--- config.mk ---
export PLATFORM = sky130hd
export DESIGN_NAME = data_types_result_acc
export DESIGN_NICKNAME = d
export VERILOG_FILES = /design/src/rtl/data_types_result_acc.sv
export SDC_FILE = /design/constraint.sdc
export NUM_CORES = 1
export LEC_CHECK = 0
export BUFFER_PORTS_ARGS = -buffer_cell sky130_fd_sc_hd__clkbuf_2
export CAP_MARGIN = 5
export CORE_MARGIN = 4
export CORE_UTILIZATION = 61
export CTS_BUF_LIST = sky130_fd_sc_hd__clkbuf_4
export CTS_CLUSTER_SIZE = 8
export DETAILED_ROUTE_END_ITERATION = 6
export PLACE_DENSITY_LB_ADDON = 0.12
export SLEW_MARGIN = 20
export SYNTH_ARGS = -nofsm -noshare
export SYNTH_HDL_FRONTEND = slang
export SYNTH_SLANG_ARGS = --single-unit
--- constraint.sdc ---
create_clock -name clk -period 4.79 [get_ports clk]
set_input_delay 0.479 -clock clk [delete_from_list [all_inputs] [get_ports clk]]
set_output_delay 0.479 -clock clk [all_outputs]
set_load 0.03 [all_outputs]
--- src/rtl/data_types_result_acc.sv ---
// data_types_result_acc
//
// Collects (c, d) result pairs from the data_types stage over a valid/ready
// handshake and sums each stream over a block of BLOCK_LEN samples. When the
// block is complete the two saturating sums, the sample count and a sticky
// overflow flag are presented over a second valid/ready handshake and held
// stable until the consumer takes them.
//
// Parameters:
//   OUTPUT_WIDTH  width of c_in/d_in (matches data_types output width)
//   ACC_WIDTH     accumulator width, must be >= OUTPUT_WIDTH
//   BLOCK_LEN     samples per block, must be >= 1
//
// Ports:
//   clk        single clock, rising-edge
//   rst_n      asynchronous active-low reset
//   clear      synchronous abort of the current block (highest priority)
//   in_valid   c_in/d_in carry a sample
//   in_ready   block can accept a sample (ACCUM state)
//   c_in/d_in  unsigned sample values
//   out_valid  block sums are presented (HOLD state)
//   out_ready  consumer takes the sums
//   sum_c      saturating sum of c_in over the block
//   sum_d      saturating sum of d_in over the block
//   count      samples accepted in the current block
//   overflow   sticky, set if either sum saturated in this block

module data_types_result_acc #(
    parameter int OUTPUT_WIDTH = 8,
    parameter int ACC_WIDTH    = 16,
    parameter int BLOCK_LEN    = 4,
    localparam int CNT_W       = $clog2(BLOCK_LEN + 1)
) (
    input  logic                    clk,
    input  logic                    rst_n,
    input  logic                    clear,
    input  logic                    in_valid,
    output logic                    in_ready,
    input  logic [OUTPUT_WIDTH-1:0] c_in,
    input  logic [OUTPUT_WIDTH-1:0] d_in,
    output logic                    out_valid,
    input  logic                    out_ready,
    output logic [ACC_WIDTH-1:0]    sum_c,
    output logic [ACC_WIDTH-1:0]    sum_d,
    output logic [CNT_W-1:0]        count,
    output logic                    overflow
);

    localparam logic [0:0] ST_ACCUM = 1'b0;
    localparam logic [0:0] ST_HOLD  = 1'b1;

    localparam int EXT_W = ACC_WIDTH + 1 - OUTPUT_WIDTH;

    logic [0:0]           state;
    logic                 accept;
    logic                 last_sample;
    logic [ACC_WIDTH:0]   c_wide;
    logic [ACC_WIDTH:0]   d_wide;
    logic                 c_sat;
    logic                 d_sat;
    logic [ACC_WIDTH-1:0] c_next;
    logic [ACC_WIDTH-1:0] d_next;

    // Handshake flags come straight from the registered state so there is
    // no combinational path from in_valid or out_ready.
    assign in_ready  = (state == ST_ACCUM);
    assign out_valid = (state == ST_HOLD);

    assign accept      = in_valid && in_ready;
    assign last_sample = (count == CNT_W'(BLOCK_LEN - 1));

    // One extra bit of headroom: a carry into the top bit means the sum no
    // longer fits and is clamped to all-ones.
    always_comb begin
        c_wide = {1'b0, sum_c} + {{EXT_W{1'b0}}, c_in};
        d_wide = {1'b0, sum_d} + {{EXT_W{1'b0}}, d_in};
        c_sat  = c_wide[ACC_WIDTH];
        d_sat  = d_wide[ACC_WIDTH];
        c_next = c_sat ? {ACC_WIDTH{1'b1}} : c_wide[ACC_WIDTH-1:0];
        d_next = d_sat ? {ACC_WIDTH{1'b1}} : d_wide[ACC_WIDTH-1:0];
    end

    // clear outranks both the input accept and the output handshake; the
    // output handshake also starts the next block from zero.
    always_ff @(posedge clk or negedge rst_n) begin
        if (!rst_n) begin
            state    <= ST_ACCUM;
            sum_c    <= '0;
            sum_d    <= '0;
            count    <= '0;
            overflow <= 1'b0;
        end else if (clear) begin
            state    <= ST_ACCUM;
            sum_c    <= '0;
            sum_d    <= '0;
            count    <= '0;
            overflow <= 1'b0;
        end else begin
            case (state)
                ST_ACCUM: begin
                    if (accept) begin
                        sum_c    <= c_next;
                        sum_d    <= d_next;
                        count    <= count + CNT_W'(1);
                        overflow <= overflow | c_sat | d_sat;
                        if (last_sample) begin
                            state <= ST_HOLD;
                        end
                    end
                end
                default: begin
                    if (out_ready) begin
                        state    <= ST_ACCUM;
                        sum_c    <= '0;
                        sum_d    <= '0;
                        count    <= '0;
                        overflow <= 1'b0;
                    end
                end
            endcase
        end
    end

endmodule
; ---- After elaboration in Yosys (flattened, before gate mapping)
; Cells that the tools add are included.
[word_totals]
latch_bits = 0
input_bits = 21
out_inout_bits = 38
n_memories = 0
register_bits = 37
mem_bits_rw = 0
elab_cells = 38
romBits = 0
[classes]
addsub = 3
n_mul = 0
shifts = 0
eq_ne = 2
n_bitwise = 3
div = 0
order_cmp = 0
reduce_logical = 3
n_mux = 22
[ops]
columns = op, n
row1 = $mux W16, 9
row2 = $add A16 B8 Y17, 2
row3 = $mux W3, 4
row4 = $mux W1, 9
row5 = $add A3 B1 Y3 const B, 1
row6 = $eq A3 B2 Y1 const B, 1
row7 = $ne A3 B3 Y1 const B, 1
row8 = $reduce_bool A3 Y1, 1
row9 = $or A1 B1 Y1, 2
row10 = $reduce_and A2 Y1, 1
row11 = $logic_and A1 B1 Y1, 1
row12 = $not A1 Y1, 1

; ---- Depth between registers and ports, before layout
[depth]
word_depth = 6
ltp_mapped = 7
ltp_nobuf = 7

; ---- Worst setup path after synthesis
; No wires, ideal clock.
[synth_timing]
path_kind = reg2reg
from = register sum_d[0]
to = register sum_d[15]
stages_incl_launch_ff = 8
path_buffers = 0
t_required_ps = 4667
setup_slack_ps = 2349
setup_ps = 123
arrival_time_ps = 2318
period_less_slack_ps = 2441
cell_sequence = dfrtp_1 > ha_1 > fa_1 > a211o_1 > a21oi_2 > a21oi_2 > or3b_1 > o221a_1
[synth_via]
elab_chain_cells = 5
[synth_rtl]
columns = element, line_no
row1 = start: declaration, 44  ; output logic [ACC_WIDTH-1:0] sum_d,
row2 = start signal: assignment, 103  ; sum_d <= d_next;
row3 = $add A16 B8 Y17, 76  ; d_wide = {1'b0, sum_d} + {{EXT_W{1'b0}}, d_in};
row4 = $mux W16, 80  ; d_next = d_sat ? {ACC_WIDTH{1'b1}} : d_wide[ACC_WIDTH-1:0];
row5 = $mux W16, 101  ; if (accept) begin
row6 = $mux W16, 99  ; case (state)
row7 = $mux W16, 92  ; end else if (clear) begin
; Every way passes these cells. The select of a mux whose other input is x is not followed.
; A chain may end at the register's enable or synchronous reset.

; ---- Final worst setup path
[layout_timing]
from = register sum_d[0]
to = register sum_d[11]
; The elaborated chain is that of the path after synthesis.

==> Flow_metrics.wiki <==
{| class="wikitable"
! Metric !! Value
|-
| Result of the run || complete, no violations
|-
| CTS Buffer Depth || 2
|-
| # port buffers || 58
|-
| Total clock sinks || 37
|-
| Post-route clock period utilization || 51.1%
|-
| Maximum clock rate || just over 400 MHz
|-
| Number of enable flip-flop cells after synthesis || 0
|-
| Overall track demand over capacity in global routing || roughly a quarter
|-
| Flip-flop and latch count after synthesis || 37
|-
| TritonCTS buffer count || 5
|-
| Overall overflow remaining after global route || 0
|-
| Number of instances resized during post-cts repair || 0
|-
| Worst-path maximum fanout || 5
|-
| Async SR Flop Fraction || 100%
|-
| Max-Cap Viols || 0
|-
| CTS tree || yes
|-
| Die area || 5450 sq um
|-
| Max-slew headroom at the worst pin || 36.7%
|-
| H-tree depth reported by CTS || 2
|-
| Hold buffer count at cts || 0
|-
| Antenna violations before repair || 0
|-
| Layer with the highest usage after global routing || met2
|-
| CP Cell Sequence || ha_1, fa_1, a211o_1, a21oi_2, a21o_1, nor2_1, or3_1
|-
| Synth top area share || about a third
|-
| Arrival time reported for the critical path endpoint || approximately 2700 ps
|-
| Post-CTS Setup Repair Bufs || 0
|-
| Vias in the first global route || 2384
|-
| Area Overhead vs Synth || 14.5%
|-
| Most frequent cell after synthesis || dfrtp_1
|-
| Grt met1 use || 35.8%
|-
| Dominant cells by area after synthesis || dfrtp_1 (35%), ha_1 (8.5%), nand2_1 (5.0%)
|-
| Number of core rows || 23
|-
| Top-level I/O count || 59
|-
| Residual DRC count || 0
|-
| Clk_lat worst skew || 350 ps
|-
| DPL Wire Length || 4900 um
|-
| Wire length of the first global-routing pass || between 10000 and 15000 um
|-
| RSZ-0062 raised after global routing || no
|-
| Peak supply drop || approximately 180 uV
|-
| Routed Wire Length || 6740 um
|-
| ANT cells || 0
|-
| Floorplan core area || around 4100 sq um
|-
| Final Worst Setup Slack || 2340 ps
|-
| Endpoints failing setup || 0
|-
| Initial core utilization || 64.7%
|-
| Number of detailed-route iterations in the first pass || 5
|-
| Yosys warning count || 0
|-
| PwrDens || between 200 and 300 nW/um^2
|-
| Vias || 2549
|-
| Leakage power total || approximately 1.5 nW
|-
| Dominant cell type by area after synthesis || dfrtp_1
|-
| Most common flop cell mapped by yosys || dfrtp_1
|-
| Fin. Hold Viols || 0
|-
| Number of DRC violations after detailed-routing iteration 0 || 304
|-
| Clk slew on worst S/H paths || approximately 120 ps
|-
| Die extent in y || about 74 um
|-
| Transition time of the tightest slew-check pin || between 900 and 1000 ps
|-
| Routability Congestion || 0.893
|-
| Critical path required time || approximately 5000 ps
|-
| Logic depth of the worst register-to-register path || 7
|-
| Setup TNS Final || 0 ps
|-
| Slowest library cell on the worst path || fa_1
|-
| Met3 usage || roughly 5%
|-
| Layout net count || between 300 and 400
|-
| Shortest period the worst path allows || between 2000 and 2500 ps
|-
| Top cells by count, synth || dfrtp_1 (37), nand2_1 (35), o21ai_0 (23)
|-
| Floorplan die width || 73.8 um
|-
| Number of distinct standard cells referenced by the synthesized netlist || 60
|-
| Critical setup path kind || reg2reg
|-
| Classification of the worst-slack hold path || in2async
|-
| Met2 usage || 41.0%
|-
| Startpoint type of the worst setup path || flip-flop
|-
| Min Hold Slack || 261 ps
|-
| Routed wirelength normalized by instance count || 16.9 um
|-
| Critical path endpoint category || flip-flop
|-
| Per-instance average area after synthesis || between 9 and 10 sq um
|-
| Cells after Synth || 290
|-
| Syn Nets || 331
|-
| Share of post-route cells with drive strength above 1 || 23.2%
|-
| Sequential cell area fraction in the yosys report || 35.0%
|-
| Synth Cell Area || 2640 sq um
|-
| Clock Tree Root || clkbuf_4
|-
| Pin count of the biggest net entering global routing || 38
|-
| Vias per std cell || around 6.4
|-
| Final cell utilization of the core || about three quarters
|-
| Detail Route Antenna Nets || 0
|-
| Final number of max-transition violations || 0
|-
| Max incr delay on CP || 430 ps
|-
| Worst clock skew || 16.9 ps
|-
| Setup Slack @ Placement || 2200 ps
|}
## worst max-delay path: cells and delay by family, from the launching register on
kind,cells,cell delay (ps)
AO/OA/AOI/OAI,3,780
adder cells (fa/ha/maj),2,660
AND/OR/NAND/NOR,2,460
flip-flops,1,410
## metrics by stage
| stage | cell area, sq um | power (mW) | cells |
|---|---|---|---|
| floorplan | 2640 | 0.585 | 290 |
| global placement | 2970 | 0.654 | 391 |
| detailed placement | 2970 | 0.661 | 391 |
| CTS | 3030 | 0.831 | 399 |
| global route | 3030 | 0.878 | 399 |
| finish | 3030 | 0.829 | 399 |
## layer usage
| metal | vias up | wire length [um] |
|---|---|---|
| met5 | - | 0 |
| met4 | 0 | 89 |
| met3 | 10 | 547 |
| met2 | 106 | 3150 |
| met1 | 1202 | 2960 |
| li1 | 1231 | - |
## registers in the layout, summed over array words and instances, names as in the netlist
name       flops
count          3
overflow       1
sum_d         16
sum_c         16
out_valid      1
## power breakdown
group	internal [mW]	switching, mW
combinational	0.119	0.188
sequential	0.332	0.0199
clock	0.0617	0.109
total	0.512	0.317
## cells by family (layout without fill, tap and decap cells)
family,after synthesis,count (layout),synth area share (%)
xor gates and xnor gates,6,6,1.99
AOI/OAI and AO/OA,114,114,30.9
DFF,37,37,35.0
adders and majority gates,20,20,10.0
buffers and inverters,12,71,1.94
muxes,3,3,1.14
and+or+nand+nor,98,98,18.9
## layout by cell type (no fill, tap or decap), types with 3 or more instances in the layout
cell and count:
nand2b_1 4, nand4_1 5, nand3_1 10, nor2b_1 3, nand2_1 35, o31ai_1 3
dfrtp_1 37, a31oi_1 6, mux2i_1 3, and3_1 4, a21o_1 10, inv_1 3
o22ai_1 4, nor3_1 7, xor2_1 3, a211oi_1 6, nor2_1 13, o21a_1 3
a311oi_1 3, a21oi_1 14, a22o_1 11, clkbuf_4 6, or3_1 4, ha_1 18
clkbuf_2 58, o21ai_0 23, xnor2_1 3, o211ai_1 7, a211o_1 5
## layout make-up
cell class                      count  area [sq um]
Multi-Input combinational cell    241          1670
Fill cell                         322          1060
Sequential cell                    37           926
Timing Repair Buffer               60           305
Tap cell                           50          62.6
Clock buffer                        6          45.0
Inverter                            3          11.3
Clock inverter                      2          10.0
## final timing paths
check                                      from                    end  slack, ps
setup / recovery           sum_d[0]$_DFFE_PN0P_  sum_d[11]$_DFFE_PN0P_       2340
hold reg to reg            sum_d[5]$_DFFE_PN0P_   sum_d[5]$_DFFE_PN0P_        510
hold / removal                            rst_n  sum_c[14]$_DFFE_PN0P_        260
max in group asynchronous                 rst_n  sum_d[15]$_DFFE_PN0P_       3940
min in group clk                          clear    out_valid$_DFF_PN0_        370
setup reg to reg           sum_d[0]$_DFFE_PN0P_  sum_d[11]$_DFFE_PN0P_       2340
(Power assumes the default switching activity.)
